**src/rtl/data_ram_pkg.sv**
```systemverilog
// Shared definitions for the MCU51 internal data RAM: FSM encodings, default
// address-map limits and the bit-merge used by read-modify-write bit stores.
package data_ram_pkg;

  typedef logic [1:0] state_t;

  localparam state_t ST_IDLE  = 2'd0;
  localparam state_t ST_RDATA = 2'd1;
  localparam state_t ST_MERGE = 2'd2;

  localparam logic [7:0] RN_TOP_DEF   = 8'h1F;
  localparam logic [7:0] BIT_BASE_DEF = 8'h20;
  localparam logic [7:0] BIT_TOP_DEF  = 8'h2F;

  // Selected bits take bit_val, the rest keep the stored value.
  function automatic logic [7:0] bit_merge(input logic [7:0] old_byte,
                                           input logic [7:0] mask,
                                           input logic       bit_val);
    return (old_byte & ~mask) | ({8{bit_val}} & mask);
  endfunction

endpackage

```
**src/rtl/data_ram_array.sv**
```systemverilog
// Single-port DEPTH x 8 storage: one read or one write per cycle,
// synchronous write and registered read so it maps onto block RAM.
module data_ram_array #(
  parameter int DEPTH = 256,
  parameter int AW    = $clog2(DEPTH)
) (
  input  logic          clk,
  input  logic          en,
  input  logic          we,
  input  logic [AW-1:0] addr,
  input  logic [7:0]    wdata,
  output logic [7:0]    rdata
);

  logic [7:0] mem [DEPTH];
  logic [7:0] rdata_q;

  always_ff @(posedge clk) begin
    if (en) begin
      if (we) begin
        mem[addr] <= wdata;
      end else begin
        rdata_q <= mem[addr];
      end
    end
  end

  assign rdata = rdata_q;

endmodule

```
**src/rtl/data_ram_rmw.sv**
```systemverilog
// MCU51 internal data RAM with byte and bit access; bit writes are an internal
// read-modify-write. Optional register-bank addressing under DATARAM_BANKSEL_EN.
module data_ram_rmw
  import data_ram_pkg::*;
#(
  parameter int         DEPTH    = 256,
  parameter logic [7:0] RN_TOP   = RN_TOP_DEF,
  parameter logic [7:0] BIT_BASE = BIT_BASE_DEF,
  parameter logic [7:0] BIT_TOP  = BIT_TOP_DEF
) (
  input  logic       clk,
  input  logic       reset,
  input  logic       req,
  input  logic       we,
  input  logic       Bb,
  input  logic [7:0] addr,
  input  logic [7:0] position,
  input  logic [7:0] din,
  input  logic       bin,
`ifdef DATARAM_BANKSEL_EN
  input  logic [1:0] bank_sel,
  input  logic       rn_mode,
`endif
  output logic       ready,
  output logic       rvalid,
  output logic [7:0] dout,
  output logic       bout,
  output logic       err
);

  localparam int AW = $clog2(DEPTH);
  // A malformed map (bit area not above the banks) limits bit access to the banks.
  localparam logic [7:0] BIT_LIMIT =
      (BIT_TOP >= BIT_BASE && BIT_BASE > RN_TOP) ? BIT_TOP : RN_TOP;

  logic [7:0] eff_addr;
`ifdef DATARAM_BANKSEL_EN
  assign eff_addr = rn_mode ? {3'b000, bank_sel, addr[2:0]} : addr;
`else
  assign eff_addr = addr;
`endif

  logic out_of_range;
  logic bit_bad;
  assign out_of_range = ({1'b0, eff_addr} >= 9'(DEPTH));
  assign bit_bad      = !Bb && ((eff_addr > BIT_LIMIT) || (position == 8'h00));

  state_t        state_q, state_d;
  logic [7:0]    pos_q, pos_d;
  logic          bin_q, bin_d;
  logic [AW-1:0] waddr_q, waddr_d;
  logic          oor_q, oor_d;
  logic          rvalid_q, rvalid_d;
  logic          err_q, err_d;
  logic [7:0]    dout_q, dout_d;
  logic          bout_q, bout_d;

  logic          mem_req, mem_we;
  logic [AW-1:0] mem_addr;
  logic [7:0]    mem_wdata, mem_rdata;

  always_comb begin
    state_d   = state_q;
    pos_d     = pos_q;
    bin_d     = bin_q;
    waddr_d   = waddr_q;
    oor_d     = oor_q;
    rvalid_d  = 1'b0;
    err_d     = 1'b0;
    dout_d    = dout_q;
    bout_d    = bout_q;
    mem_req   = 1'b0;
    mem_we    = 1'b0;
    mem_addr  = eff_addr[AW-1:0];
    mem_wdata = din;
    case (state_q)
      ST_IDLE: begin
        if (req) begin
          pos_d   = position;
          bin_d   = bin;
          waddr_d = eff_addr[AW-1:0];
          oor_d   = out_of_range;
          if (bit_bad) begin
            err_d = 1'b1;
          end else if (out_of_range) begin
            // Out-of-range reads still complete so the requester sees rvalid.
            err_d = 1'b1;
            if (!we) state_d = ST_RDATA;
          end else if (we && Bb) begin
            mem_req = 1'b1;
            mem_we  = 1'b1;
          end else begin
            mem_req = 1'b1;
            state_d = we ? ST_MERGE : ST_RDATA;
          end
        end
      end
      ST_RDATA: begin
        state_d  = ST_IDLE;
        rvalid_d = 1'b1;
        dout_d   = oor_q ? 8'h00 : mem_rdata;
        bout_d   = oor_q ? 1'b0 : |(pos_q & mem_rdata);
      end
      ST_MERGE: begin
        state_d   = ST_IDLE;
        mem_req   = 1'b1;
        mem_we    = 1'b1;
        mem_addr  = waddr_q;
        mem_wdata = bit_merge(mem_rdata, pos_q, bin_q);
      end
      default: state_d = ST_IDLE;
    endcase
  end

  always_ff @(posedge clk) begin
    if (reset) begin
      state_q  <= ST_IDLE;
      pos_q    <= 8'h00;
      bin_q    <= 1'b0;
      waddr_q  <= '0;
      oor_q    <= 1'b0;
      rvalid_q <= 1'b0;
      err_q    <= 1'b0;
      dout_q   <= 8'h00;
      bout_q   <= 1'b0;
    end else begin
      state_q  <= state_d;
      pos_q    <= pos_d;
      bin_q    <= bin_d;
      waddr_q  <= waddr_d;
      oor_q    <= oor_d;
      rvalid_q <= rvalid_d;
      err_q    <= err_d;
      dout_q   <= dout_d;
      bout_q   <= bout_d;
    end
  end

  // Reset must also block the array port so an interrupted bit write leaves the byte intact.
  data_ram_array #(.DEPTH(DEPTH), .AW(AW)) u_array (
    .clk   (clk),
    .en    (mem_req & ~reset),
    .we    (mem_we),
    .addr  (mem_addr),
    .wdata (mem_wdata),
    .rdata (mem_rdata)
  );

  assign ready  = (state_q == ST_IDLE);
  assign rvalid = rvalid_q;
  assign dout   = dout_q;
  assign bout   = bout_q;
  assign err    = err_q;

endmodule

```
**config.mk**
```make
export PLATFORM = sky130hd
export DESIGN_NAME = data_ram_rmw
export DESIGN_NICKNAME = d
export VERILOG_FILES = /design/src/rtl/data_ram_pkg.sv /design/src/rtl/data_ram_array.sv /design/src/rtl/data_ram_rmw.sv
export SDC_FILE = /design/constraint.sdc
export NUM_CORES = 2
export LEC_CHECK = 0
export ABC_CLOCK_PERIOD_IN_PS = 15670
export CAP_MARGIN = 20
export CORE_MARGIN = 2
export CORE_UTILIZATION = 35
export CTS_CLUSTER_DIAMETER = 60
export CTS_CLUSTER_SIZE = 10
export DETAILED_ROUTE_END_ITERATION = 8
export SYNTH_ARGS = -nofsm -noshare
export SYNTH_HDL_FRONTEND = slang
export SYNTH_SLANG_ARGS = --single-unit
```
**constraint.sdc**
```tcl
create_clock -name clk -period 15.67 [get_ports clk]
set_input_delay 3.9175 -clock clk [delete_from_list [all_inputs] [get_ports clk]]
set_output_delay 3.9175 -clock clk [all_outputs]
set_load 0.1 [all_outputs]
```
## Yosys cells after proc, flatten, opt, wreduce, memory -nomap -nowiden

Memory sizes are Yosys's and may differ from the RTL's. A register that Yosys moved wholly into a read port is not among the register bits.
Cells that the tools add are included.

| operators by class | value |
|---|---|
| magnitude comparators | 1 |
| equality and inequality tests | 2 |
| mux-type cells | 15 |
| bitwise gates (word level) | 12 |
| reduce and logical (&&, ||, !) cells | 12 |

Operators with widths:

| operator | count |
|---|---|
| 8-bit AND | 3 |
| 8-bit 2-to-1 mux | 2 |
| 1-bit 2-to-1 mux | 10 |
| 8-bit by 6-bit > comparator with 1-bit output, second input constant | 1 |
| 8-bit logical NOT | 1 |
| 8-bit inverter | 1 |
| 8-bit bitwise OR | 1 |
| 8-bit OR reduction | 1 |
| 1-bit inverter | 6 |
| 1-bit case mux with 2 select lines | 2 |
| 2-bit AND reduction | 2 |
| 3-bit AND reduction | 1 |
| 3-bit OR reduction | 1 |
| 2-bit by 1-bit == test with 1-bit output, second input constant | 1 |
| 2-bit == test, second input constant | 1 |
| 1-bit logical AND | 2 |
| 2-bit logical NOT | 1 |
| 2-bit 2-to-1 mux | 1 |
| 2-bit OR reduction | 1 |
| 1-bit AND | 1 |
| 1-bit logical NOT | 1 |
| 1-bit logical OR | 1 |

| storage, ports and cells | value |
|---|---|
| bits in registers | 30 |
| memory bits (writable) | 2,048 |
| input bits | 30 |
| output and inout bits | 12 |
| word-level logic and storage cells | 51 |
| memories kept | 1 |

Memories:

| memory | depth | width | read ports | clocked after memory_dff | write ports | RTL line | source |
|---|---|---|---|---|---|---|---|
| u_array.mem | 256 | 8 | 1 | 1 | 1 | data_ram_array.sv:15 | `logic [7:0] mem [DEPTH];` |

## Depth between registers and ports, before layout

| depth | value |
|---|---|
| depth after elaboration | 9 |
| depth in mapped cells | 12 |
| depth with buffers taken out | 8 |

## Hierarchy

Synthesis repeated with hierarchy kept, for this count alone.

| second synthesis, totals | value |
|---|---|
| cell total of the unflattened synthesis | 3,704 |
| area, all modules | 79,829.1 sq um |

Modules (own cells, without submodules):

| module | instances | cells each | area an instance (sq um) | seq. area each (sq um) |
|---|---|---|---|---|
| data_ram_array | 1 | 3,526 | 78,376.4 | 61,739.2 |
| data_ram_rmw | 1 | 178 | 1,452.6 | 600.6 |

## Least setup slack after synthesis

Ideal clock, no wire load.

| timing | value |
|---|---|
| kind | flip-flop to flip-flop |
| from | register state_q[0] |
| to | memory u_array.mem[0][5] (data pin) |
| library setup time | 2.187 ns |
| arrival time | 11.161 ns |
| required time | 13.483 ns |
| path slack | 2.322 ns |
| cell stages (with the launch flop) | 7 |
| path buffers | 4 |
| path through | dfxtp_1 nand2b_1 buf_6 clkbuf_1 clkbuf_1 clkbuf_1 o21ai_0 |

| on the way | value |
|---|---|
| longest elaborated chain between the ends | 2 |

RTL lines:

| what | RTL line | source |
|---|---|---|
| from (decl) | data_ram_rmw.sv:48 | `state_t state_q, state_d;` |
| from (signal assigned) | data_ram_rmw.sv:127 | `state_q <= state_d;` |
| 2-bit == test | data_ram_rmw.sv:76 | `case (state_q)` |
| 8-bit 2-to-1 mux | data_ram_rmw.sv:76 |  |
| named net mem_wdata[5] | data_ram_rmw.sv:60 | `logic [7:0] mem_wdata, mem_rdata;` |
| to (decl) | data_ram_array.sv:15 |  |

The timed path passes the listed nets, and every way through them passes these cells.

## Final worst setup path

| timing | value |
|---|---|
| from | input addr[0] |
| to | memory u_array.mem[70][0], enable pin |

| on the way | value |
|---|---|
| longest elaborated chain between the ends | 9 |

RTL lines:

| what | RTL line | source |
|---|---|---|
| from (decl) | data_ram_rmw.sv:16 | `input logic [7:0] addr,` |
| 8-bit by 6-bit > comparator with 1-bit output | data_ram_rmw.sv:46 | `assign bit_bad = !Bb && ((eff_addr > BIT_LIMIT) \|\| (position == 8'h00));` |
| 1-bit logical OR | data_ram_rmw.sv:46 |  |
| 1-bit logical AND | data_ram_rmw.sv:46 |  |
| 1-bit 2-to-1 mux | data_ram_rmw.sv:83 | `if (bit_bad) begin` |
| 1-bit 2-to-1 mux | data_ram_rmw.sv:78 | `if (req) begin` |
| 1-bit case mux with 2 select lines | data_ram_rmw.sv:76 |  |
| 1-bit 2-to-1 mux or 1-bit AND (tied branches) | data_ram_array.sv:20, data_ram_rmw.sv:142 |  |
| 1-bit 2-to-1 mux | data_ram_array.sv:19 | `if (en) begin` |
| 1-bit 2-to-1 mux (implied by the code) | data_ram_array.sv:21 | `mem[addr] <= wdata;` |

Parallel ways exist; a longest one is shown, timed or not.

==> flow_summary.toml <==
[outcome]
outcome = "finished, final reports clean"

[cts]
htreeDepth = 4
cts_root_buf = "clkbuf_16"
clock_sinks = 2086
cts_setup_buffers = 0
path_clk_slew_ps = 50
cts-hold-fix-buffers = 0
max-clock-path-buffers = 3
cts_resized = 0
clk_latency_ps = 860
cts_tree = "yes"
cts_made_buffers = 229

[finish]
drive_above_1_share_pct = 8.47
final_nets = 4340
fill_cells = 19500
area_growth_syn_to_layout_pct = 12.6

[global_route]
antenna_found_initial = 3
grt_first_pass_wirelength_um = 296000
grt_remaining_overflow = 0
grt_max_degree = 207
grt_pass1_vias = 41900
grt_usage_pct = 17.8

[timing]
rsz0062_at_grt = "no"
relSlewSlack_pct = 22.4
worst_slack_ps = 7610
setup_viol = 0
timing.final.crit_share_pct = 51.4
maxSlewViolCount = 0
max_freq_mhz = 124
hold_viol_final = 0
final.setup.tns_ps = 0
tightest_slew_ps = 1160
clock-skew-final_ps = 41.0
final.min_clock_period_ps = 8060

[worst_setup_path]
crit_path_cell_trace = "clkdlybuf4s50_1, inv_1, a31o_4, buf_4, buf_4, buf_4, nand2_1, buf_4, nor2_1"
cp.required_ps = 16140
cp_max_fo = 59
cp_top_family = "buffers and inverters"
cpPeakStageDelay_ps = 780
critical_path_class = "in2reg"
end_kind = "register"
slowest_stage = "buf_4"
crit_top_cell = "buf_4"
cp_data_arrival_time_ps = 8530
worst-path-buf-inv = 6
crit_path_start_kind = "input port"

[synthesis]
ys_seq_area_share_pct = 80.6
syn_avg_cell_area_um2 = 18.1
synth_seq_cells = 2086
synth_edf_count = 2056
synth-warning-count = 0
synthesis.nets = 4306
netlist_area_um2 = 77300
async_reset_ff_share_pct = 0
synth-main-ff-cell = "edfxtp_1"
ys_types = 38
synthCells = 4276

[place]
hpwl_um = 115000
portBuffers = 41
gp_congestion = 0.848
pre_cts_ws_ps = 6840

[job]
cap_violations = 0

[detailed_routing]
ant_nets = 0
route.detailed.drc = 0
viasPerCell = 5.77
wl_per_cell_um = 28.0
dr.first_iter.drc_count = 4925
first_pass_iters = 5
vias = 42200
wl_um = 205000

[floorplanning]
coreArea_um2 = 220000
die-height_um = 474
dieWidth_um = 474
start_util_pct = 35.2
die_area_um2 = 225000
rows = 172
pin_count = 42

[worst_hold_path]
hold_path.class = "reg2reg"

[power_and_ir_drop]
leakage_uw = 0.0262
p_per_area_nw_per_um2 = 132
max-vdd-ir-drop_mv = 0.103
total_power_uw = 11500
-- flip-flops by register name, indices dropped and copies added (netlist names) --
signal / cells
bout: 1
u_array.mem: 2048
dout: 8
err: 1
state_q: 2
bin_q: 1
rvalid: 1
waddr_q: 8
pos_q: 8
u_array.rdata: 8
-- per-layer routing --
metal | routed length, um | vias up | GRT usage [%]
met5 | 0 | - | 0
met4 | 7190 | 0 | 6.48
met3 | 14800 | 304 | 3.23
met2 | 97400 | 1773 | 28.3
met1 | 85400 | 22000 | 24.5
li1 | - | 18200 | -
-- metrics by stage --
| stage | area [um^2] | std cells | util [%] | hold slack (ps) |
|---|---|---|---|---|
| detailed placement | 80800 | 7037 | 36.8 | 449 |
| global placement | 80800 | 7037 | 36.8 | 447 |
| floorplan | 77300 | 4276 | - | 462 |
| global route | 87000 | 7315 | 39.6 | 488 |
| finish | 87000 | 7315 | 39.6 | 456 |
| CTS | 87000 | 7314 | 39.6 | 458 |
-- cell type report --
type,instances,area (um^2),share of cell area [%]
multi-input combinational,1864,13500,15.6
clock buffer,256,5850,6.72
inverter,2,7.51,0.00862
tap,2958,3700,4.25
antenna,1,2.50,0.00287
clock inverter,21,365,0.420
sequential,2086,62300,71.6
timing repair buffer,127,1230,1.41
-- Yosys cell counts, drive strengths merged (4+ instances only) --
cell type / n / area (um^2)
a22o: 514 / 4500
nor2: 262 / 983
nor4: 66 / 413
buf: 124 / 855
nand2b: 8 / 50.1
nand3: 4 / 20.0
dfxtp: 30 / 601
edfxtp: 2056 / 61700
nand2: 126 / 473
nand3b: 6 / 45.0
clkbuf: 200 / 751
o22ai: 256 / 1600
o21ai: 17 / 85.1
a221oi: 514 / 4560
a21oi: 41 / 205
mux2i: 9 / 90.1
nor2b: 5 / 31.3
a21boi: 8 / 60.1
a2111o: 8 / 90.1
-- cell usage in the layout (no fill, tap or decap), types with 7 or more instances in the layout --
| master | count |
|---|---|
| mux2i_1 | 8 |
| o21ai_4 | 8 |
| clkbuf_16 | 230 |
| edfxtp_1 | 2056 |
| a221oi_1 | 505 |
| nor4_1 | 61 |
| buf_4 | 72 |
| nor2_1 | 262 |
| a21oi_1 | 41 |
| clkdlybuf4s50_1 | 41 |
| nand2_1 | 122 |
| a22o_1 | 514 |
| nand2b_1 | 7 |
| dfxtp_1 | 30 |
| buf_12 | 14 |
| a221oi_2 | 9 |
| a2111o_1 | 8 |
| o22ai_1 | 256 |
| a21boi_1 | 8 |
| clkbuf_1 | 26 |
-- path summary, 6_finish.rpt --
path | startpoint | endpoint | slack, ps | depth (start not counted)
setup / recovery | addr[0] | u_array.mem[70][0] | 7610 | 9
hold / removal | dout[0] | dout[0] | 460 | 2
setup reg to reg | state_q[0] | u_array.rdata[4] | 10130 | 12
hold reg to reg | dout[0] | dout[0] | 460 | 2
-- power by group --
group,internal (uW),switching [uW]
combinational,169,439
clock,2670,2020
sequential,6160,6.44
total,9000,2460
-- worst register-to-register path, stage by stage (launching register included) --
cell and delay, ps:
dfxtp_1 500, nand2b_2 200, buf_4 510, mux2i_4 160, buf_12 260, buf_4 710
buf_12 380, a22o_1 450, a221oi_1 440, o22ai_1 160, nor4_1 720, a21oi_1 410
a2111o_1 380
-- cell families (layout without fill, tap and decap cells) --
logic type,after synthesis,in the layout,synth area share (%)
flip-flops,2086,2086,80.6
AO/OA/AOI/OAI,1369,1369,14.5
AND/OR/NAND/NOR,485,485,2.69
buffers and inverters,326,406,2.09
multiplexers,10,10,0.131
other,0,1,0
No activity file was read; power rests on OpenSTA's default activity.
